### src/rtl/reg_window_ctrl.sv
// Register-window manager: turns CALL/RET into window moves and
// spills/fills low register pairs to a data-memory stack.
module reg_window_ctrl #(
   parameter int                DATA_W     = 16,
   parameter int                ADDR_W     = 8,
   parameter logic [ADDR_W-1:0] SPILL_BASE = 8'h80,
   parameter int                STACK_WIN  = 16
) (
   input  logic              clk,
   input  logic              rst,
   input  logic              call_req,
   input  logic              ret_req,
   output logic              busy,
   output logic              done,
   output logic              err,
   output logic [1:0]        cwp,
   output logic [1:0]        wnd,
   output logic              set_window,
   output logic [1:0]        rf_ri,
   output logic              rf_we,
   output logic [DATA_W-1:0] rf_wdata,
   input  logic [DATA_W-1:0] rf_rdata,
   output logic              mem_req,
   output logic              mem_we,
   output logic [ADDR_W-1:0] mem_addr,
   output logic [DATA_W-1:0] mem_wdata,
   input  logic [DATA_W-1:0] mem_rdata,
   input  logic              mem_ack
);

   localparam int DEPTH_W = $clog2(STACK_WIN + 1);
   localparam logic [DEPTH_W-1:0] DEPTH_MAX = DEPTH_W'(STACK_WIN);

   typedef enum logic [3:0] {
      S_INIT,
      S_IDLE,
      S_SP_SEL,
      S_SP_W0,
      S_SP_W1,
      S_FL_SEL,
      S_FL_R0,
      S_FL_W0,
      S_FL_R1,
      S_FL_W1,
      S_COMMIT
   } state_t;

   state_t              state_q, state_d;
   logic [1:0]          cwp_q, cwp_d;
   logic [1:0]          r_q, r_d;
   logic [ADDR_W-1:0]   sp_q, sp_d;
   logic [DEPTH_W-1:0]  depth_q, depth_d;
   logic                dir_q, dir_d;
   logic                err_q, err_d;
   logic [DATA_W-1:0]   buf_q, buf_d;

   assign cwp = cwp_q;
   assign err = err_q;

   // State and bookkeeping registers; reset aborts any spill/fill in flight.
   always_ff @(posedge clk or posedge rst) begin
      if (rst) begin
         state_q <= S_INIT;
         cwp_q   <= 2'd0;
         r_q     <= 2'd1;
         sp_q    <= SPILL_BASE;
         depth_q <= '0;
         dir_q   <= 1'b0;
         err_q   <= 1'b0;
         buf_q   <= '0;
      end else begin
         state_q <= state_d;
         cwp_q   <= cwp_d;
         r_q     <= r_d;
         sp_q    <= sp_d;
         depth_q <= depth_d;
         dir_q   <= dir_d;
         err_q   <= err_d;
         buf_q   <= buf_d;
      end
   end

   // Next-state and output decode for the window/spill/fill sequencer.
   always_comb begin
      state_d    = state_q;
      cwp_d      = cwp_q;
      r_d        = r_q;
      sp_d       = sp_q;
      depth_d    = depth_q;
      dir_d      = dir_q;
      err_d      = 1'b0;
      buf_d      = buf_q;
      busy       = 1'b0;
      done       = 1'b0;
      set_window = 1'b0;
      wnd        = cwp_q;
      rf_ri      = 2'd0;
      rf_we      = 1'b0;
      rf_wdata   = buf_q;
      mem_req    = 1'b0;
      mem_we     = 1'b0;
      mem_addr   = sp_q;
      mem_wdata  = rf_rdata;

      unique case (state_q)
         S_INIT: begin
            set_window = 1'b1;
            wnd        = 2'd0;
            state_d    = S_IDLE;
         end
         S_IDLE: begin
            if (call_req) begin
               dir_d = 1'b1;
               if (r_q != 2'd3) begin
                  r_d     = r_q + 2'd1;
                  state_d = S_COMMIT;
               end else if (depth_q != DEPTH_MAX) begin
                  state_d = S_SP_SEL;
               end else begin
                  err_d = 1'b1;
               end
            end else if (ret_req) begin
               dir_d = 1'b0;
               if (r_q != 2'd1) begin
                  r_d     = r_q - 2'd1;
                  state_d = S_COMMIT;
               end else if (depth_q != '0) begin
                  state_d = S_FL_SEL;
               end else begin
                  err_d = 1'b1;
               end
            end
         end
         S_SP_SEL: begin
            busy       = 1'b1;
            set_window = 1'b1;
            wnd        = cwp_q + 2'd2;
            state_d    = S_SP_W0;
         end
         S_SP_W0: begin
            busy     = 1'b1;
            wnd      = cwp_q + 2'd2;
            rf_ri    = 2'd0;
            mem_req  = 1'b1;
            mem_we   = 1'b1;
            mem_addr = sp_q;
            if (mem_ack) state_d = S_SP_W1;
         end
         S_SP_W1: begin
            busy     = 1'b1;
            wnd      = cwp_q + 2'd2;
            rf_ri    = 2'd1;
            mem_req  = 1'b1;
            mem_we   = 1'b1;
            mem_addr = sp_q + ADDR_W'(1);
            if (mem_ack) begin
               sp_d    = sp_q + ADDR_W'(2);
               depth_d = depth_q + DEPTH_W'(1);
               state_d = S_COMMIT;
            end
         end
         S_FL_SEL: begin
            busy       = 1'b1;
            set_window = 1'b1;
            wnd        = cwp_q - 2'd1;
            state_d    = S_FL_R0;
         end
         S_FL_R0: begin
            busy     = 1'b1;
            wnd      = cwp_q - 2'd1;
            rf_ri    = 2'd0;
            mem_req  = 1'b1;
            mem_addr = sp_q - ADDR_W'(2);
            if (mem_ack) begin
               buf_d   = mem_rdata;
               state_d = S_FL_W0;
            end
         end
         S_FL_W0: begin
            busy    = 1'b1;
            wnd     = cwp_q - 2'd1;
            rf_ri   = 2'd0;
            rf_we   = 1'b1;
            state_d = S_FL_R1;
         end
         S_FL_R1: begin
            busy     = 1'b1;
            wnd      = cwp_q - 2'd1;
            rf_ri    = 2'd1;
            mem_req  = 1'b1;
            mem_addr = sp_q - ADDR_W'(1);
            if (mem_ack) begin
               buf_d   = mem_rdata;
               state_d = S_FL_W1;
            end
         end
         S_FL_W1: begin
            busy    = 1'b1;
            wnd     = cwp_q - 2'd1;
            rf_ri   = 2'd1;
            rf_we   = 1'b1;
            sp_d    = sp_q - ADDR_W'(2);
            depth_d = depth_q - DEPTH_W'(1);
            state_d = S_COMMIT;
         end
         S_COMMIT: begin
            busy       = 1'b1;
            set_window = 1'b1;
            done       = 1'b1;
            wnd        = dir_q ? (cwp_q + 2'd1) : (cwp_q - 2'd1);
            cwp_d      = wnd;
            state_d    = S_IDLE;
         end
         default: begin
            state_d = S_IDLE;
         end
      endcase
   end

endmodule

### config.mk
export PLATFORM = sky130hd
export DESIGN_NAME = reg_window_ctrl
export DESIGN_NICKNAME = d
export VERILOG_FILES = /design/src/rtl/reg_window_ctrl.sv
export SDC_FILE = /design/constraint.sdc
export NUM_CORES = 1
export LEC_CHECK = 0
export ABC_AREA = 1
export CORE_AREA = 2 2 79 81
export CTS_CLUSTER_SIZE = 12
export DETAILED_ROUTE_END_ITERATION = 8
export DIE_AREA = 0 0 81 83
export PLACE_DENSITY = 0.78
export SLEW_MARGIN = 10
export SYNTH_ARGS = -nofsm -noshare
export SYNTH_HDL_FRONTEND = slang
export SYNTH_SLANG_ARGS = --single-unit
### constraint.sdc
create_clock -name clk -period 2.1 [get_ports clk]
set_input_delay 0.63 -clock clk [delete_from_list [all_inputs] [get_ports clk]]
set_output_delay 0.63 -clock clk [all_outputs]
set_load 0.01 [all_outputs]
==> results.md, run 1 <==
- Pwr Total: 6034 uW
- Mapped Cells: 353
- Critical path endpoint category: output pin
- Max-slew violations: 0
- P per Cell Area: 1561 nW/um^2
- Placer Congestion: 0.8832
- Setup tns final: -2151 ps
- Starting Density: 43.93%
- Sequential cell area fraction in the yosys report: 37.32%
- Drt pass-1 iters: 4
- Antenna Nets Post-Route: 0
- Site Rows: 28
- Fin. Hold Viols: 0
- Worst-path fanout max: 5
- Hold wc startpoint: rf_wdata[4]
- Initial antenna violation count: 0
- Layout Cells excl Fill: 542
- Synth Area in Adders: 4.212%
- First-pass GRT wire length: 11,330 microns
- Setup violators final: 15
- Tcrit/Tclk final: 110.5%
- Routed len/inst: 13.03 microns
- Worst Setup Path Type: reg -> out
- Proportion of layout cells with a drive suffix above 1: 34.05%
- Synth Area in XOR/XNOR: 3.771%
- Status: finished with violations
- Clock power share: 8.8%
- Most frequent cells in the layout: nand2_1 (94), buf_4 (62), nand3_1 (39), clkdlybuf4s50_1 (39), dfrtp_1 (32)
- Port Buffers: 56
- Max-cap viol count: 0
- Placed Cells: 519
- Overflow after GRT: 0
- Setup Skew: 5.650 ps
- CTS max path bufs: 2
- Core area: 5816 sq um
- Final wirelength: 7064 microns
- Setup crit start: state_q[1]
- Async SR Flop Fraction: 100.0%
- Hpwl dp: 4866 microns
- Max VDD drop: 0.7245 mV
- Area Overhead vs Synth: 51.27%
- Worst hold path class: reg -> reg
- Die Footprint: 6723 sq um
- Vias per cell: 4.941
- Fmax: 0.4311 GHz
- Post-synthesis register bit count: 38
- Synth area leaders: dfrtp_1 (35%), nand2_1 (16%), nand3_1 (8.0%)
- Leak Pwr: 0.002013 uW
- Largest family of logic cells by synthesized area: simple AND/OR/NAND/NOR gates
- Reg-to-reg startpoint: state_q[1]
- Root Buffer: clkbuf_8
- Switch Pwr: 2646 uW
- Clk slew on worst S/H paths: 80 ps
- Compound-Gate Fraction of Synth Area: 7.689%
- P_int: 3388 uW
- Die Ht: 83 microns
- Arr. time, crit path: 1690 ps
- Violated checks: setup timing
- Worst setup margin: -219.5 ps
- Synthesized area: 2555 sq um
- Final Util: 66.46%
- Synth Area in Simple Gates: 34.97%
- Register share of total power: 22.8%
- Crit start category: flop
- Cts hold-fix bufs: 0
- # DRC: 0
- CTS Buf Count: 5
- Clock sink count: 38
- Post-synthesis cell type count: 32
- Total GRT Usage: 20.79%
- Syn_nets: 398
- TritonCTS clock tree: built
- Combinational group share of total power: 68.4%
- Fin crit period: 2320 ps
- Syn Area/Cell: 7.238 sq um
- Final nets: 511
- Vias in the first global route: 2,570
- Clock Latency Late Sink: 290 ps
- Warnings, synthesis: 0
- Number of synthesized flops with an enable pin: 0
- Post-synthesis mux area share: 0%
- N_diodes: 0
- Area share of the largest cell type after synthesis: 35.26%
- I/O pin cnt: 90
- CTS H-tree lvls: 2
- Required time worst endpoint: 1470 ps
- RSZ-0062 raised after global routing: true
- Primary FF master, synth: dfrtp_1
- Pin count of the biggest net entering global routing: 39
- DR iter-0 viols: 129
- Die X-Extent: 81 microns
- Most common cell after layout, fill and taps aside: nand2_1
- Cell taking the most area after synthesis: dfrtp_1
- Net Sw Frac: 43.85%
- Via count: 2,678
[sequential cells by signal, summed over array words and instances, names as in the netlist]
signal	cells
r_q	2
err	1
depth_q	5
cwp	2
state_q	4
dir_q	1
rf_wdata	16
sp_q	7
[power by group through the flow]
stage | Clock, uW | Combinational [uW] | Sequential, uW
floorplan | 0 | 1760 | 1410
global placement | 0 | 3530 | 1320
detailed placement | 0 | 3600 | 1340
CTS | 541 | 3820 | 1370
global route | 579 | 4540 | 1410
finish | 532 | 4130 | 1380
[final cells by class]
type	count	area (sq um)
multi-input combinational	256	1473
sequential	38	958.4
fill	451	1951
clock buffer	6	82.58
timing repair buffer	130	1111
tap	75	93.84
clock inverter	2	12.51
inverter	35	133.9
[metrics by stage]
stage	cell area [sq um]	setup slack [ps]	hold slack, ps
after global routing	3865	-317.3	497.1
after global placement	3492	-293.4	454.6
final	3865	-219.5	472.9
after detailed placement	3492	-297.6	459.3
after CTS	3750	-204.0	477.8
after floorplan	2555	120.0	460.8
[Yosys cell counts, types with 5 or more instances]
library cell    n
nand2_2         5
buf_4          19
ha_1            7
xor2_1          8
o21ai_0        21
nor2_1         30
nand3_1        41
nand2_1       109
inv_1          32
dfrtp_1        36
[critical path, stage by stage, from the launching register on]
cell     delay [ps]
dfrtp_2         440
buf_6           130
nor2_4           40
buf_6           130
nand2_2          90
nand2_2          70
nor2_4          120
buf_6           100
nand2_2          40
a21oi_1         130
buf_2           140
[path summary, 6_finish.rpt]
path                          endpoint  slack (ps)  cells past startpoint
max in group asynchronous      sp_q[7]        1140                      3
min reg2reg                rf_wdata[4]         470                      2
max reg2reg                 depth_q[4]          90                     13
min                        rf_wdata[4]         470                      2
min in group asynchronous  rf_wdata[7]         700                      3
max                             wnd[0]        -220                     10
[kinds of logic after synthesis]
kind of cell,Yosys count
simple gates,202
compound gates,34
flops,38
fa+ha+maj,8
other cells,1
xor+xnor,11
buf+inv,59
[routing by layer]
metal | global-route usage, % | vias to the layer above | routed length [microns]
li1 | - | 1330 | -
met1 | 26.33 | 1246 | 3026
met2 | 35.54 | 91 | 3468
met3 | 4.891 | 11 | 500
met4 | 4.622 | 0 | 69
met5 | 0 | - | 0
[what timing repair did]
| item | CTS | global route |
|---|---|---|
| hold endpoints to repair | 0 | 0 |
| endpoints found under the setup margin | 17 | 18 |
| gates resized for setup | 109 | 34 |
| setup buffers | 12 | 4 |
| pin swaps | 14 | 6 |
(Power assumes the default switching activity.)
==> run 2, diff against run 1 <==
--- a/config.mk
+++ b/config.mk
@@ -7,6 +7,7 @@
 export LEC_CHECK = 0
 export ABC_AREA = 1
 export CORE_AREA = 2 2 79 81
+export CTS_BUF_LIST = sky130_fd_sc_hd__clkbuf_4 sky130_fd_sc_hd__clkbuf_8
 export CTS_CLUSTER_SIZE = 12
 export DETAILED_ROUTE_END_ITERATION = 8
 export DIE_AREA = 0 0 81 83
==> results of run 2 <==
Final layout, timing and power as in run 1 (identical DEF).
==> run 3, diff against run 2 <==
--- a/config.mk
+++ b/config.mk
@@ -6,6 +6,7 @@
 export NUM_CORES = 1
 export LEC_CHECK = 0
 export ABC_AREA = 1
+export CAP_MARGIN = 20
 export CORE_AREA = 2 2 79 81
 export CTS_BUF_LIST = sky130_fd_sc_hd__clkbuf_4 sky130_fd_sc_hd__clkbuf_8
 export CTS_CLUSTER_SIZE = 12
==> constraint.sdc (replaced) <==
create_clock -name clk -period 2.9 [get_ports clk]
set_input_delay 0.87 -clock clk [delete_from_list [all_inputs] [get_ports clk]]
set_output_delay 0.87 -clock clk [all_outputs]
set_load 0.01 [all_outputs]
==> results.md, run 3 (same netlist as run 1, synthesis figures left out) <==
- Fmax: 0.3552 GHz
- Die X-Extent: 81 microns
- TritonCTS clock tree: built
- DR iter-0 viols: 184
- CTS H-tree lvls: 2
- Pwr Total: 3694 uW
- Clock sink count: 38
- Minimum hold slack: 472.0 ps
- Initial antenna violation count: 0
- # DRC: 0
- Clk slew on worst S/H paths: 80 ps
- Reg2Reg Depth: 10
- First-pass GRT wire length: 9894 microns
- Max-cap viol count: 0
- Placed Cells: 465
- GR Layer Usage met3: 4.783%
- Setup violators final: 0
- Arr. time, crit path: 1950 ps
- Largest register FFs: 16
- P per Cell Area: 1127 nW/um^2
- Reg2Reg Capture Point: depth_q[4]
- Worst hold path class: reg -> reg
- Antenna Nets Post-Route: 0
- Register Area: 959.7 sq um
- Crit start category: flop
- CTS max path bufs: 2
- Total GRT Usage: 18.30%
- Layout Cells excl Fill: 474
- Setup crit start: state_q[2]
- Tcrit/Tclk final: 97.09%
- Root Buffer: clkbuf_8
- Fin. Hold Viols: 0
- Placer Congestion: 0.9898
- Most common cell after layout, fill and taps aside: nand2_1
- Leak Pwr: 0.001673 uW
- Reg-to-reg startpoint: state_q[2]
- Hold path depth: 2
- Most frequent cells in the layout: nand2_1 (108), clkdlybuf4s50_1 (50), nand3_1 (41)
- Final nets: 443
- Vias in the first global route: 2,207
- Fin crit period: 2816 ps
- Max-slew violations: 0
- Core area: 5816 sq um
- N_diodes: 0
- GRT busiest layer: met2
- Required time worst endpoint: 2030 ps
- Setup tns final: 0 ps
- Overflow after GRT: 0
- Proportion of layout cells with a drive suffix above 1: 11.28%
- Hpwl dp: 4383 microns
- Die Ht: 83 microns
- Hold Path Sink: rf_wdata[14]
- Setup Skew: 5.436 ps
- M1 GR Usage: 23.85%
- Hold wc startpoint: rf_wdata[14]
- Port Buffers: 56
- Clock Latency Late Sink: 290 ps
- Status: complete, no violations
- Routed len/inst: 12.76 microns
- Area occupied by multi-input gates: 1354 sq um
- Cts hold-fix bufs: 0
- Worst Setup Path Type: reg -> out
- Site Rows: 28
- Max VDD drop: 0.3822 mV
- I/O pin cnt: 90
- Starting Density: 43.93%
- Met2 usage: 29.98%
- Final wirelength: 6049 microns
- Pin count of the biggest net entering global routing: 39
- CTS Buf Count: 5
- Area Overhead vs Synth: 28.35%
- Number of setup buffers added after CTS: 0
- Die Footprint: 6723 sq um
- Design area: 3279 sq um
- # fillers: 530
- Critical path endpoint category: output pin
- Placement Cell Area: 3074 sq um
- Drt pass-1 iters: 5
- Via count: 2,401
- Vias per cell: 5.065
- R2R setup slack: 890 ps
- Worst-path fanout max: 12
==> run 3: cell types whose count changed in the layout (fill, tap and decap cells not counted), sizes merged, moves of 2 or more <==
cell / previous run / this run
clkdlybuf4s50: 39 / 50
dlymetal6s2s: 0 / 2
bufinv: 0 / 2
dlygate4sd2: 1 / 4
buf: 87 / 5
clkdlybuf4s15: 2 / 0
==> run 3: worst max path at each step <==
stage                     slack (ps)           to  depth (start not counted)
final                             80  mem_addr[6]                          7
after detailed placement         120       wnd[0]                          9
after floorplan                  680       wnd[0]                          7
after global routing            -0.5  mem_addr[6]                          6
after global placement           200       wnd[0]                          8
after CTS                         30  mem_addr[4]                          5
==> run 3: timing repair <==
| action | CTS | global route |
|---|---|---|
| gates cloned | 1 | 0 |
| pin swaps | 1 | 0 |
| endpoints found under the hold margin | 0 | 0 |
| resized for setup | 19 | 4 |
| endpoints found under the setup margin | 10 | 4 |
==> run 3: power breakdown <==
part / internal (uW) / switching (uW)
sequential: 782 / 245
combinational: 953 / 1160
clock: 367 / 192
==> run 3: layout make-up <==
| type | instances | area share, % |
|---|---|---|
| Tap cell | 75 | 2.861 |
| Multi-Input combinational cell | 257 | 41.28 |
| Clock buffer | 6 | 2.518 |
| Timing Repair Buffer | 61 | 18.24 |
| Sequential cell | 38 | 29.26 |
| Clock inverter | 2 | 1.831 |
| Inverter | 35 | 4.006 |
==> run 3: worst max-delay path: stages, from the launching register on <==
cell and delay, ps:
dfrtp_2 470, inv_2 80, nor2_4 130, nand2_4 110, nand2_8 130, nand3_1 80, o21ai_0 80, clkdlybuf4s50_1 580
==> run 3: per-layer routing <==
layer,vias up,wire length [microns]
met1,1095,2574
met5,-,0
met4,0,55
met3,10,507
li1,1196,-
met2,100,2912
==> run 3: metrics by stage <==
| stage | utilization [%] | setup WS (ps) |
|---|---|---|
| floorplan | - | 680.0 |
| global placement | 52.86 | 197.0 |
| detailed placement | 52.86 | 122.2 |
| CTS | 56.15 | 30.69 |
| global route | 56.39 | -0.4812 |
| finish | 56.39 | 84.46 |
